--- config.mk ---
export PLATFORM = sky130hd
export DESIGN_NAME = rmii_fifo_ctrl_flat
export DESIGN_NICKNAME = d
export VERILOG_FILES = /design/src/rtl/rmii_fifo_ctrl_if.sv /design/src/rtl/rmii_fifo_ctrl.sv /design/src/flat_wrapper.sv
export SDC_FILE = /design/constraint.sdc
export NUM_CORES = 1
export LEC_CHECK = 0
export CAP_MARGIN = 30
export CORE_ASPECT_RATIO = 0.9
export CORE_UTILIZATION = 30
export DETAILED_ROUTE_END_ITERATION = 12
export PLACE_DENSITY_LB_ADDON = 0.15
export SLEW_MARGIN = 15
export SYNTH_ARGS = -nofsm -noshare
export SYNTH_HDL_FRONTEND = slang
export SYNTH_SLANG_ARGS = --single-unit
--- constraint.sdc ---
create_clock -name i_clock -period 9.65 [get_ports i_clock]
set_clock_uncertainty 0.2 [all_clocks]
set_input_delay 1.4475 -clock i_clock [delete_from_list [all_inputs] [get_ports i_clock]]
set_output_delay 1.4475 -clock i_clock [all_outputs]
set_load 0.02 [all_outputs]
--- src/rtl/rmii_fifo_ctrl_if.sv ---
// rmii_fifo_ctrl_if: handshake and buffer-control bundle for rmii_fifo_ctrl.
// master = receive front-end / consumer side, slave = the controller.
interface rmii_fifo_ctrl_if #(
    parameter int AW = 9
);
    logic          i_rx_valid;
    logic          i_rx_eof;
    logic          i_rd_en;
    logic          o_enab_write;
    logic [AW-1:0] o_addr_write;
    logic [AW-1:0] o_addr_read;
    logic          o_rd_valid;
    logic [AW:0]   o_avail;
    logic          o_full;
    logic          o_drop;

    modport master (
        output i_rx_valid, i_rx_eof, i_rd_en,
        input  o_enab_write, o_addr_write, o_addr_read,
        input  o_rd_valid, o_avail, o_full, o_drop
    );

    modport slave (
        input  i_rx_valid, i_rx_eof, i_rd_en,
        output o_enab_write, o_addr_write, o_addr_read,
        output o_rd_valid, o_avail, o_full, o_drop
    );
endinterface

--- src/rtl/rmii_fifo_ctrl.sv ---
// rmii_fifo_ctrl: store-and-forward frame FIFO controller for RMII dibits.
// Drives the write/read addresses of an external dual-address dibit buffer.
// Frames become visible to the reader only once their end-of-frame arrives;
// a frame that overflows the buffer is rewound and reported with o_drop.
// Optional feature: define RMII_FIFO_CTRL_DROPCNT_EN to add the saturating
// 8-bit dropped-frame counter output o_drop_cnt.
module rmii_fifo_ctrl #(
    parameter int DEPTH = 288,
    parameter int AW    = 9
) (
    input  logic                i_clock,
    input  logic                i_reset,
    rmii_fifo_ctrl_if.slave     bus
`ifdef RMII_FIFO_CTRL_DROPCNT_EN
    ,
    output logic [7:0]          o_drop_cnt
`endif
);

    typedef enum logic [1:0] {
        W_IDLE,
        W_RECV,
        W_DROP
    } wstate_t;

    localparam logic [AW:0]   DEPTH_C = (AW+1)'(DEPTH);
    localparam logic [AW-1:0] LAST_C  = AW'(DEPTH - 1);

    wstate_t       state_reg;
    logic [AW-1:0] wr_ptr_reg;
    logic [AW-1:0] cm_ptr_reg;
    logic [AW-1:0] rd_ptr_reg;
    logic [AW:0]   used_reg;
    logic [AW:0]   avail_reg;
    logic          drop_reg;

    logic          full_w;
    logic          pop_w;
    logic          accepting_w;
    logic          we_w;
    logic          overflow_w;
    logic          drop_set_w;
    logic [AW:0]   pop_amt_w;
    logic [AW:0]   we_amt_w;
    logic [AW:0]   inflight_w;

    function automatic logic [AW-1:0] ptr_inc(input logic [AW-1:0] p);
        return (p == LAST_C) ? '0 : AW'(p + 1'b1);
    endfunction

    // Space is judged only from registered occupancy, so a pop in the same
    // cycle never makes room for a write in that cycle.
    assign full_w      = (used_reg == DEPTH_C);
    assign pop_w       = bus.i_rd_en && (avail_reg != '0);
    assign accepting_w = (state_reg != W_DROP);
    assign we_w        = accepting_w && bus.i_rx_valid && !full_w;
    assign overflow_w  = accepting_w && bus.i_rx_valid && full_w;
    assign drop_set_w  = bus.i_rx_eof && (overflow_w || (state_reg == W_DROP));
    assign pop_amt_w   = {{AW{1'b0}}, pop_w};
    assign we_amt_w    = {{AW{1'b0}}, we_w};
    // Dibits written for the current frame but not yet committed.
    assign inflight_w  = used_reg - avail_reg;

    // Write FSM, commit/rewind of the frame, and read pointer bookkeeping.
    always_ff @(posedge i_clock) begin
        if (i_reset) begin
            state_reg  <= W_IDLE;
            wr_ptr_reg <= '0;
            cm_ptr_reg <= '0;
            rd_ptr_reg <= '0;
            used_reg   <= '0;
            avail_reg  <= '0;
            drop_reg   <= 1'b0;
        end else begin
            drop_reg  <= drop_set_w;
            avail_reg <= avail_reg - pop_amt_w;
            used_reg  <= used_reg + we_amt_w - pop_amt_w;
            if (pop_w) begin
                rd_ptr_reg <= ptr_inc(rd_ptr_reg);
            end
            case (state_reg)
                W_IDLE, W_RECV: begin
                    if (overflow_w) begin
                        // Discard the partial frame: rewind to the last commit.
                        wr_ptr_reg <= cm_ptr_reg;
                        used_reg   <= avail_reg - pop_amt_w;
                        state_reg  <= bus.i_rx_eof ? W_IDLE : W_DROP;
                    end else if (bus.i_rx_valid || (state_reg == W_RECV)) begin
                        if (we_w) begin
                            wr_ptr_reg <= ptr_inc(wr_ptr_reg);
                        end
                        if (bus.i_rx_eof) begin
                            cm_ptr_reg <= we_w ? ptr_inc(wr_ptr_reg) : wr_ptr_reg;
                            avail_reg  <= avail_reg + inflight_w + we_amt_w - pop_amt_w;
                            state_reg  <= W_IDLE;
                        end else begin
                            state_reg  <= W_RECV;
                        end
                    end
                end
                W_DROP: begin
                    if (bus.i_rx_eof) begin
                        state_reg <= W_IDLE;
                    end
                end
                default: state_reg <= W_IDLE;
            endcase
        end
    end

`ifdef RMII_FIFO_CTRL_DROPCNT_EN
    logic [7:0] drop_cnt_reg;

    // Saturating count of dropped frames, updated with each drop pulse.
    always_ff @(posedge i_clock) begin
        if (i_reset) begin
            drop_cnt_reg <= '0;
        end else if (drop_set_w && (drop_cnt_reg != 8'hFF)) begin
            drop_cnt_reg <= drop_cnt_reg + 8'd1;
        end
    end

    assign o_drop_cnt = drop_cnt_reg;
`endif

    assign bus.o_enab_write = we_w;
    assign bus.o_addr_write = wr_ptr_reg;
    assign bus.o_addr_read  = rd_ptr_reg;
    assign bus.o_rd_valid   = (avail_reg != '0);
    assign bus.o_avail      = avail_reg;
    assign bus.o_full       = full_w;
    assign bus.o_drop       = drop_reg;

endmodule

--- src/flat_wrapper.sv ---
// flat-port wrapper written by rule: the top's interface ports become plain ports
module rmii_fifo_ctrl_flat 
#(
    parameter int DEPTH = 288,
    parameter int AW    = 9
)
  (i_clock, i_reset, bus_i_rx_valid, bus_i_rx_eof, bus_i_rd_en, bus_o_enab_write, bus_o_addr_write, bus_o_addr_read, bus_o_rd_valid, bus_o_avail, bus_o_full, bus_o_drop);
  rmii_fifo_ctrl_if #(.AW(AW)) bus_i ();
  input  logic i_clock;
  input  logic i_reset;
  input wire logic [$bits(bus_i.i_rx_valid)-1:0] bus_i_rx_valid;
  input wire logic [$bits(bus_i.i_rx_eof)-1:0] bus_i_rx_eof;
  input wire logic [$bits(bus_i.i_rd_en)-1:0] bus_i_rd_en;
  output wire logic [$bits(bus_i.o_enab_write)-1:0] bus_o_enab_write;
  output wire logic [$bits(bus_i.o_addr_write)-1:0] bus_o_addr_write;
  output wire logic [$bits(bus_i.o_addr_read)-1:0] bus_o_addr_read;
  output wire logic [$bits(bus_i.o_rd_valid)-1:0] bus_o_rd_valid;
  output wire logic [$bits(bus_i.o_avail)-1:0] bus_o_avail;
  output wire logic [$bits(bus_i.o_full)-1:0] bus_o_full;
  output wire logic [$bits(bus_i.o_drop)-1:0] bus_o_drop;
  assign bus_i.i_rx_valid = bus_i_rx_valid;
  assign bus_i.i_rx_eof = bus_i_rx_eof;
  assign bus_i.i_rd_en = bus_i_rd_en;
  assign bus_o_enab_write = bus_i.o_enab_write;
  assign bus_o_addr_write = bus_i.o_addr_write;
  assign bus_o_addr_read = bus_i.o_addr_read;
  assign bus_o_rd_valid = bus_i.o_rd_valid;
  assign bus_o_avail = bus_i.o_avail;
  assign bus_o_full = bus_i.o_full;
  assign bus_o_drop = bus_i.o_drop;
  rmii_fifo_ctrl #(.DEPTH(DEPTH), .AW(AW)) u_core (.i_clock(i_clock), .i_reset(i_reset), .bus(bus_i));
endmodule
# Word level (Yosys, flattened, before mapping)
# Cells that the tools add are included.
word_totals:
  reg_bits: 50
  input_bits: 5
  output_inout_bits: 32
  word_cells: 57
op_classes:
  addsub: 9
  eq_ne: 8
  mux: 17
  bitwise: 1
  n_reduce_logical: 15
ops:
  columns: ["operator", "n"]
  rows:
  - ["two-way mux 10 bit", 6]
  - ["two-way mux 9 bit", 5]
  - ["subtractor 10 x 1 -> 10 bit", 3]
  - ["adder 10 x 1 -> 10 bit", 2]
  - ["adder 9 x 1 -> 9 bit, second input constant", 2]
  - ["equality test 9 bit, second input constant", 2]
  - ["adder 10 bit", 1]
  - ["equality test 10 x 9 -> 1 bit, second input constant", 1]
  - ["nonzero test 10 bit", 1]
  - ["subtractor 10 bit", 1]
  - ["two-way mux 2 bit", 4]
  - ["logical AND 1 bit", 5]
  - ["inequality test 2 bit, second input constant", 2]
  - ["case mux 2 bit (2 select lines)", 1]
  - ["AND reduction 2 bit", 2]
  - ["AND reduction 4 bit", 1]
  - ["inequality test 3 x 1 -> 1 bit, second input constant", 1]
  - ["equality test 2 x 1 -> 1 bit, second input constant", 1]
  - ["equality test 2 bit, second input constant", 1]
  - ["logical NOT 2 bit", 1]
  - ["logical OR 1 bit", 2]
  - ["nonzero test 2 bit", 1]
  - ["OR reduction 2 bit", 1]
  - ["logical NOT 1 bit", 1]
  - ["other kinds (2)", 2]

# Logic depth before layout (Yosys ltp)
# Gate-level depths: netlist of run 1.
logic_depth:
  depth_word: 9
  ltp_mapped: 15
  depth_no_buf: 14

# Worst setup path after synthesis of run 1
# No wires, ideal clock.
synth_path:
  path_type: "input-to-reg"
  from: "input port bus_i_rd_en"
  to: "register u_core.avail_reg[8] (netlist: u_core.bus.o_avail[8])"
  setup_time_ns: 0.106
  arrival_ns: 4.020
  t_required_ns: 9.344
  path_slack_ns: 5.324
  stages: 12
  path_buffers: 0
  cell_sequence: "o41ai_4 fa_1 inv_1 fa_1 fa_1 inv_1 fa_1 a211oi_1 o21ai_0 a31oi_1 or4_1 o311ai_0"
synth_via:
  elab_chain_len: 6
  elab_cells_between_ends: 7
  classes_between: "add/sub (2); mux (4); reduce/logical (1)"
synth_lines:
  columns: ["item", "line_no", "text"]
  rows:
  - ["start, declared", "flat_wrapper.sv:13", "input wire logic [$bits(bus_i.i_rd_en)-1:0] bus_i_rd_en;"]
  - ["logical AND 1 bit (*)", "rmii_fifo_ctrl.sv:54", "assign pop_w = bus.i_rd_en && (avail_reg != '0);"]
  - ["subtractor 10 x 1 -> 10 bit (on tied branches)", "rmii_fifo_ctrl.sv:76, rmii_fifo_ctrl.sv:94", null]
  - ["two-way mux 10 bit", "rmii_fifo_ctrl.sv:92", "if (bus.i_rx_eof) begin"]
  - ["two-way mux 10 bit", "rmii_fifo_ctrl.sv:88", "end else if (bus.i_rx_valid || (state_reg == W_RECV)) begin"]
  - ["two-way mux 10 bit", "rmii_fifo_ctrl.sv:83", "if (overflow_w) begin"]
  - ["two-way mux 10 bit (*)", "rmii_fifo_ctrl.sv:81", "case (state_reg)"]
  - ["end signal, assigned", "rmii_fifo_ctrl.sv:76", "avail_reg <= avail_reg - pop_amt_w;"]
  - ["end signal, assigned", "rmii_fifo_ctrl.sv:94", "avail_reg <= avail_reg + inflight_w + we_amt_w - pop_amt_w;"]
  - ["end, declared", "rmii_fifo_ctrl.sv:34", "logic [AW:0] avail_reg;"]
# Mark *: on every way between the ends. The rest lies on a longest branch, timed or not.
# A chain may end at the register's enable or synchronous reset.

# Final worst setup path of run 1
layout_path:
  from: "input port bus_i_rx_valid"
  to: "output port bus_o_enab_write"
layout_via:
  elab_chain_len: 2
layout_lines:
  columns: ["item", "line_no", "text"]
  rows:
  - ["start, declared", "flat_wrapper.sv:11", "input wire logic [$bits(bus_i.i_rx_valid)-1:0] bus_i_rx_valid;"]
  - ["logical AND 1 bit (2 in a row)", "rmii_fifo_ctrl.sv:56", "assign we_w = accepting_w && bus.i_rx_valid && !full_w;"]
  - ["end, declared", "flat_wrapper.sv:14", "output wire logic [$bits(bus_i.o_enab_write)-1:0] bus_o_enab_write;"]
# Every way passes these cells.

==> flow_metrics.env, run 1 <==
export IMPL_rows=38
export IMPL_maxSlewViolCount=0
export IMPL_cp_max_fo=9
export IMPL_ys_flop_type="dfxtp_1"
export IMPL_hpwl_mm=7.59
export IMPL_postCtsResizedCells=0
export IMPL_synth_net_count=510
export IMPL_cts_tree="done"
export IMPL_grt_pass1_vias=3207
export IMPL_start_kind="input pin"
export IMPL_setup_tns_ns=0
export IMPL_cp_num_buf_inv=3
export IMPL_grt_usage_pct=16.3
export IMPL_endpoint_kind="output pin"
export IMPL_hp_class="flip-flop to flip-flop"
export IMPL_die_h_um=108
export IMPL_cp_top_family="buffers and inverters"
export IMPL_yosysWarnings=0
export IMPL_grt_pass1_wl_mm=16.6
export IMPL_status="completed"
export IMPL_via_per_inst=5.18
export IMPL_crit_path_start="bus_i_rx_valid"
export IMPL_r2r_start="u_core.bus.o_avail[6]$_SDFF_PP0_"
export IMPL_final_cell_mix="50 x dfxtp_1, 44 x nor2_1, 35 x ha_1, 35 x clkdlybuf4s50_1, 33 x nand2_1"
export IMPL_wl_per_cell_um=15.5
export IMPL_routed_wl_mm=10.1
export IMPL_setup_violations_final=0
export IMPL_numClockSinks=50
export IMPL_diodes=0
export IMPL_final_common_cell="dfxtp_1"
export IMPL_synth_edff_count=0
export IMPL_timing_final_crit_share_pct=49.8
export IMPL_synthCells=464
export IMPL_vias=3383
export IMPL_r2r_slack_ns=5.10
export IMPL_drtIter0Drc=183
export IMPL_ant_nets=0
export IMPL_drc=0
export IMPL_first_pass_iters=5
export IMPL_avgSynthCellArea_um2=8.07
export IMPL_power_density_nw_per_um2=357
export IMPL_irDropWorstVdd_uv=149
export IMPL_syn_area_um2=3740
export IMPL_crit_top_cell="clkdlybuf4s50_1"
export IMPL_maxCapViolations=0
export IMPL_yosysSeqAreaShare_pct=26.7
export IMPL_worst_pin_slew_ns=0.813
export IMPL_crit_chain="clkdlybuf4s50_1, o211ai_1, inv_1, clkdlybuf4s50_1"
export IMPL_p_leak_nw=1.63
export IMPL_post_cts_setup_buffers=0
export IMPL_cpPeakStageDelay_ns=0.62
export IMPL_grt_max_degree=50
export IMPL_slew_headroom_pct=45.1
export IMPL_die_area_um2=12900
export IMPL_clk_latency_ns=0.30
export IMPL_cts_root_buffer="clkbuf_16"
export IMPL_arrival_ns=3.16
export IMPL_clk_pin_slew_ns=0.07
export IMPL_synthToLayoutAreaGrowth_pct=17.5
export IMPL_synth_seq_cells=50
export IMPL_synthArstFlopShare_pct=0
export IMPL_critPathSlowestCell="clkdlybuf4s50_1"
export IMPL_power_mw=1.57
export IMPL_r2r_cells=13
export IMPL_r2r_end="u_core.bus.o_avail[8]$_SDFF_PP0_"
export IMPL_ioPinCount=37
export IMPL_grt_overflow=0
export IMPL_cp_endpoint="bus_o_enab_write"
export IMPL_drive_above_1_share_pct=3.65
export IMPL_crit_type="input pin to output pin"
export IMPL_start_util_pct=30.9
export IMPL_holdWs_ns=0.254
export IMPL_coreArea_um2=12100
export IMPL_n_fill_cell=1285
export IMPL_cts_max_level=2
export IMPL_fin_util_pct=36.3
export IMPL_cp_required_ns=8.00
export IMPL_grt_setup_unrepaired="no"
export IMPL_antenna_found_initial=0
export IMPL_cts_buffers=5
export IMPL_ys_types=61
export IMPL_hold_viol=0
export IMPL_final_nets=538
export IMPL_fmax_ghz=0.208
export IMPL_clockBufferDepth=2
export IMPL_die_w_um=120
export IMPL_ctsHoldBuffers=0
export IMPL_crit_cells=4
export IMPL_min_period_ns=4.81
export IMPL_io_buffer_count=36
export IMPL_gp_routability_congestion=0.858
## area by class of cell
type | count | area, µm² | area share, %
Inverter | 30 | 113 | 2.56
Clock inverter | 3 | 21.3 | 0.484
Tap cell | 160 | 200 | 4.55
Clock buffer | 5 | 125 | 2.84
Sequential cell | 50 | 1000 | 22.8
Timing Repair Buffer | 39 | 378 | 8.59
Multi-Input combinational cell | 366 | 2560 | 58.2
## per-layer routing
layer	wire (µm)	vias up	track usage, %
li1	-	1731	-
met1	5170	1584	22.9
met2	4450	58	26.0
met3	399	10	2.69
met4	104	0	3.84
met5	0	-	0
## worst register-to-register path, delay by kind of cell, from the launching register on
family | cells | cell delay [ns]
AOI/OAI and AO/OA | 5 | 1.11
DFF | 1 | 0.39
and+or+nand+nor | 2 | 1.01
buffers and inverters | 2 | 0.16
adders and majority gates | 4 | 1.58
## cell usage after synthesis (all sizes together), types with 7 or more instances
cell / n / area, µm²
a21oi: 29 / 145
nand3: 16 / 80.1
ha: 35 / 438
nand2: 33 / 124
inv: 30 / 113
a211oi: 12 / 90.1
nand2b: 7 / 43.8
dfxtp: 50 / 1000
o21ai: 24 / 120
nor2: 44 / 165
or3: 8 / 50.1
nor2b: 7 / 43.8
nor3: 20 / 100
clkbuf: 17 / 65.1
xor2: 11 / 96.3
xnor2: 27 / 236
## power by group
group | internal (mW) | switching, mW
clock network | 0.0964 | 0.0884
registers | 0.250 | 0.0635
logic | 0.487 | 0.587
total | 0.833 | 0.739
## kinds of logic (layout without fill, tap and decap cells)
logic type,after synthesis,count (layout),share of synthesized area [%]
multiplexers,1,1,0.267
AND/OR/NAND/NOR,167,167,22.4
flip-flops,50,50,26.7
adder cells (fa/ha/maj),41,41,14.9
buffers and inverters,48,77,4.88
AO/OA/AOI/OAI,119,119,22.0
XOR/XNOR,38,38,8.89
## per-stage QoR
stage / area [µm²] / setup slack, ns / instances
after global routing: 4400 / 4.69 / 653
after global placement: 4250 / 4.61 / 645
after detailed placement: 4250 / 4.54 / 645
after CTS: 4400 / 4.82 / 653
final: 4400 / 4.84 / 653
after floorplan: 3740 / 5.32 / 464
## worst min path at each step
stage | start | endpoint | slack (ns) | cells after the start
final | u_core.cm_ptr_reg[1]$_SDFFE_PP0P_ | u_core.cm_ptr_reg[1]$_SDFFE_PP0P_ | 0.25 | 2
after global routing | u_core.cm_ptr_reg[1]$_SDFFE_PP0P_ | u_core.cm_ptr_reg[1]$_SDFFE_PP0P_ | 0.27 | 2
after CTS | u_core.cm_ptr_reg[1]$_SDFFE_PP0P_ | u_core.cm_ptr_reg[1]$_SDFFE_PP0P_ | 0.25 | 2
after detailed placement | u_core.cm_ptr_reg[1]$_SDFFE_PP0P_ | u_core.cm_ptr_reg[1]$_SDFFE_PP0P_ | 0.24 | 2
after global placement | u_core.cm_ptr_reg[3]$_SDFFE_PP0P_ | u_core.cm_ptr_reg[3]$_SDFFE_PP0P_ | 0.24 | 2
after floorplan | u_core.cm_ptr_reg[1]$_SDFFE_PP0P_ | u_core.cm_ptr_reg[1]$_SDFFE_PP0P_ | 0.23 | 2
Power figures use the tool's default switching activity.
==> inputs of run 2 (changes only) <==
Clock period 9.65 ns to 4.55 ns, I/O delays scaled along.
==> run 2 against run 1 <==
Net effect: clock power rose by 120%; critical path depth rose by 9; largest power group unchanged; utilization rose by 0.63 points.
==> flow_metrics.env, run 2 (synthesized netlist as in run 1, its figures left out) <==
export IMPL_timing_final_crit_share_pct=92.6
export IMPL_start_kind="flip-flop"
export IMPL_stdcell_area_um2=4470
export IMPL_routed_wl_mm=10.2
export IMPL_antenna_found_initial=0
export IMPL_ioPinCount=37
export IMPL_cts_max_level=2
export IMPL_first_pass_iters=5
export IMPL_worst_pin_slew_ns=0.893
export IMPL_worstHoldStart="u_core.cm_ptr_reg[5]$_SDFFE_PP0P_"
export IMPL_r2r_start="u_core.bus.o_avail[6]$_SDFF_PP0_"
export IMPL_clk_pin_slew_ns=0.07
export IMPL_cts_tree="done"
export IMPL_place_area_um2=4320
export IMPL_synthToLayoutAreaGrowth_pct=19.5
export IMPL_grt_pass1_wl_mm=16.7
export IMPL_cts_buffers=5
export IMPL_p_seq_share_pct=18.2
export IMPL_irDropWorstVdd_uv=270
export IMPL_maxCapViolations=0
export IMPL_crit_type="flip-flop to flip-flop"
export IMPL_setup_tns_ns=0
export IMPL_power_mw=3.39
export IMPL_multi_input_area_um2=2560
export IMPL_final_cells=662
export IMPL_p_clk_share_pct=11.8
export IMPL_post_cts_setup_buffers=0
export IMPL_diodes=0
export IMPL_maxSlewViolCount=0
export IMPL_internal_power_mw=1.82
export IMPL_final_cell_mix="50 x dfxtp_1, 44 x nor2_1, 35 x ha_1, 35 x clkdlybuf4s50_1, 33 x nand2_1"
export IMPL_hold_viol=0
export IMPL_wl_per_cell_um=15.5
export IMPL_start_util_pct=30.9
export IMPL_die_w_um=120
export IMPL_min_period_ns=4.21
export IMPL_gp_routability_congestion=0.910
export IMPL_seqCellArea_um2=1000
export IMPL_arrival_ns=4.20
export IMPL_die_h_um=108
export IMPL_power_switching_mw=1.57
export IMPL_die_area_um2=12900
export IMPL_postCtsResizedCells=0
export IMPL_preCtsSetupSlack_ns=0.224
export IMPL_power_density_nw_per_um2=758
export IMPL_io_buffer_count=36
export IMPL_status="completed"
export IMPL_whs_endpoint="u_core.cm_ptr_reg[5]$_SDFFE_PP0P_"
export IMPL_r2r_end="u_core.bus.o_avail[8]$_SDFF_PP0_"
export IMPL_grt_pass1_vias=3153
export IMPL_setup_ws_ns=0.337
export IMPL_hpwl_mm=7.71
export IMPL_r2r_cells=13
export IMPL_hp_class="flip-flop to flip-flop"
export IMPL_grt_setup_unrepaired="no"
export IMPL_rows=38
export IMPL_ant_nets=0
export IMPL_drive_above_1_share_pct=5.38
export IMPL_grt_usage_pct=16.4
export IMPL_drc=0
export IMPL_r2r_slack_ns=0.34
export IMPL_via_per_inst=5.17
export IMPL_clockBufferDepth=2
export IMPL_final_nets=547
export IMPL_coreArea_um2=12100
export IMPL_endpoint_kind="flip-flop"
export IMPL_cts_root_buffer="clkbuf_16"
export IMPL_grt_max_degree=49
export IMPL_setup_violations_final=0
export IMPL_swShare_pct=46.3
export IMPL_cp_max_fo=4
export IMPL_clk_latency_ns=0.30
export IMPL_fmax_ghz=0.237
export IMPL_cp_required_ns=4.54
export IMPL_drtIter0Drc=189
export IMPL_n_fill_cell=1289
export IMPL_grt_overflow=0
export IMPL_vias=3420
export IMPL_slew_headroom_pct=39.6
export IMPL_ctsHoldBuffers=0
export IMPL_final_common_cell="dfxtp_1"
export IMPL_combinationalPowerShare_pct=69.9
export IMPL_placed_cells=654
export IMPL_min_path_cells=2
export IMPL_numClockSinks=50
export IMPL_p_leak_nw=1.68
run 2: cell type report:
cell class                 instances  share of cell area [%]
multi-input combinational        366                    57.2
sequential                        50                    22.4
timing repair buffer              48                    9.96
tap                              160                    4.47
clock buffer                       6                    3.10
inverter                          30                    2.52
clock inverter                     2                   0.364
run 2: metal layers:
layer | global-route usage, % | up-vias | routed length [µm]
li1 | - | 1761 | -
met1 | 23.0 | 1594 | 5100
met2 | 27.3 | 59 | 4680
met3 | 1.90 | 6 | 382
met4 | 2.95 | 0 | 65
met5 | 0 | - | 0
run 2: worst max path at each step:
stage                                           from                                to  slack (ns)  depth (start not counted)
floorplan           u_core.bus.o_avail[4]$_SDFF_PP0_  u_core.bus.o_avail[8]$_SDFF_PP0_        0.28                         14
global placement                         bus_i_rd_en  u_core.bus.o_avail[8]$_SDFF_PP0_        0.28                         13
detailed placement                       bus_i_rd_en  u_core.bus.o_avail[8]$_SDFF_PP0_        0.22                         13
CTS                 u_core.bus.o_avail[6]$_SDFF_PP0_  u_core.bus.o_avail[8]$_SDFF_PP0_        0.34                         13
global route        u_core.bus.o_avail[7]$_SDFF_PP0_  u_core.bus.o_avail[8]$_SDFF_PP0_        0.09                         13
finish              u_core.bus.o_avail[6]$_SDFF_PP0_  u_core.bus.o_avail[8]$_SDFF_PP0_        0.34                         13
run 2: power groups by stage:
stage | clock network (mW) | logic [mW] | registers (mW)
floorplan | 0 | 1.74 | 0.673
global placement | 0 | 2.36 | 0.629
detailed placement | 0 | 2.35 | 0.630
CTS | 0.415 | 2.37 | 0.620
global route | 0.437 | 2.67 | 0.632
finish | 0.402 | 2.37 | 0.619
run 2: stage by stage:
step           utilization (%)  hold WS [ns]
3_3_place_gp              35.6         0.241
2_1_floorplan                -         0.231
4_1_cts                   36.9         0.254
5_1_grt                   36.9         0.271
3_5_place_dp              35.6         0.243
6_report                  36.9         0.254
run 2: critical path: stages, from the launching register on:
cell	delay, ns
dfxtp_1	0.31
or4_4	0.57
o41ai_4	0.38
fa_1	0.47
inv_1	0.08
fa_1	0.42
fa_1	0.41
inv_1	0.08
fa_1	0.23
a211oi_1	0.12
o21ai_0	0.22
a31oi_1	0.13
or4_1	0.39
o311ai_0	0.10
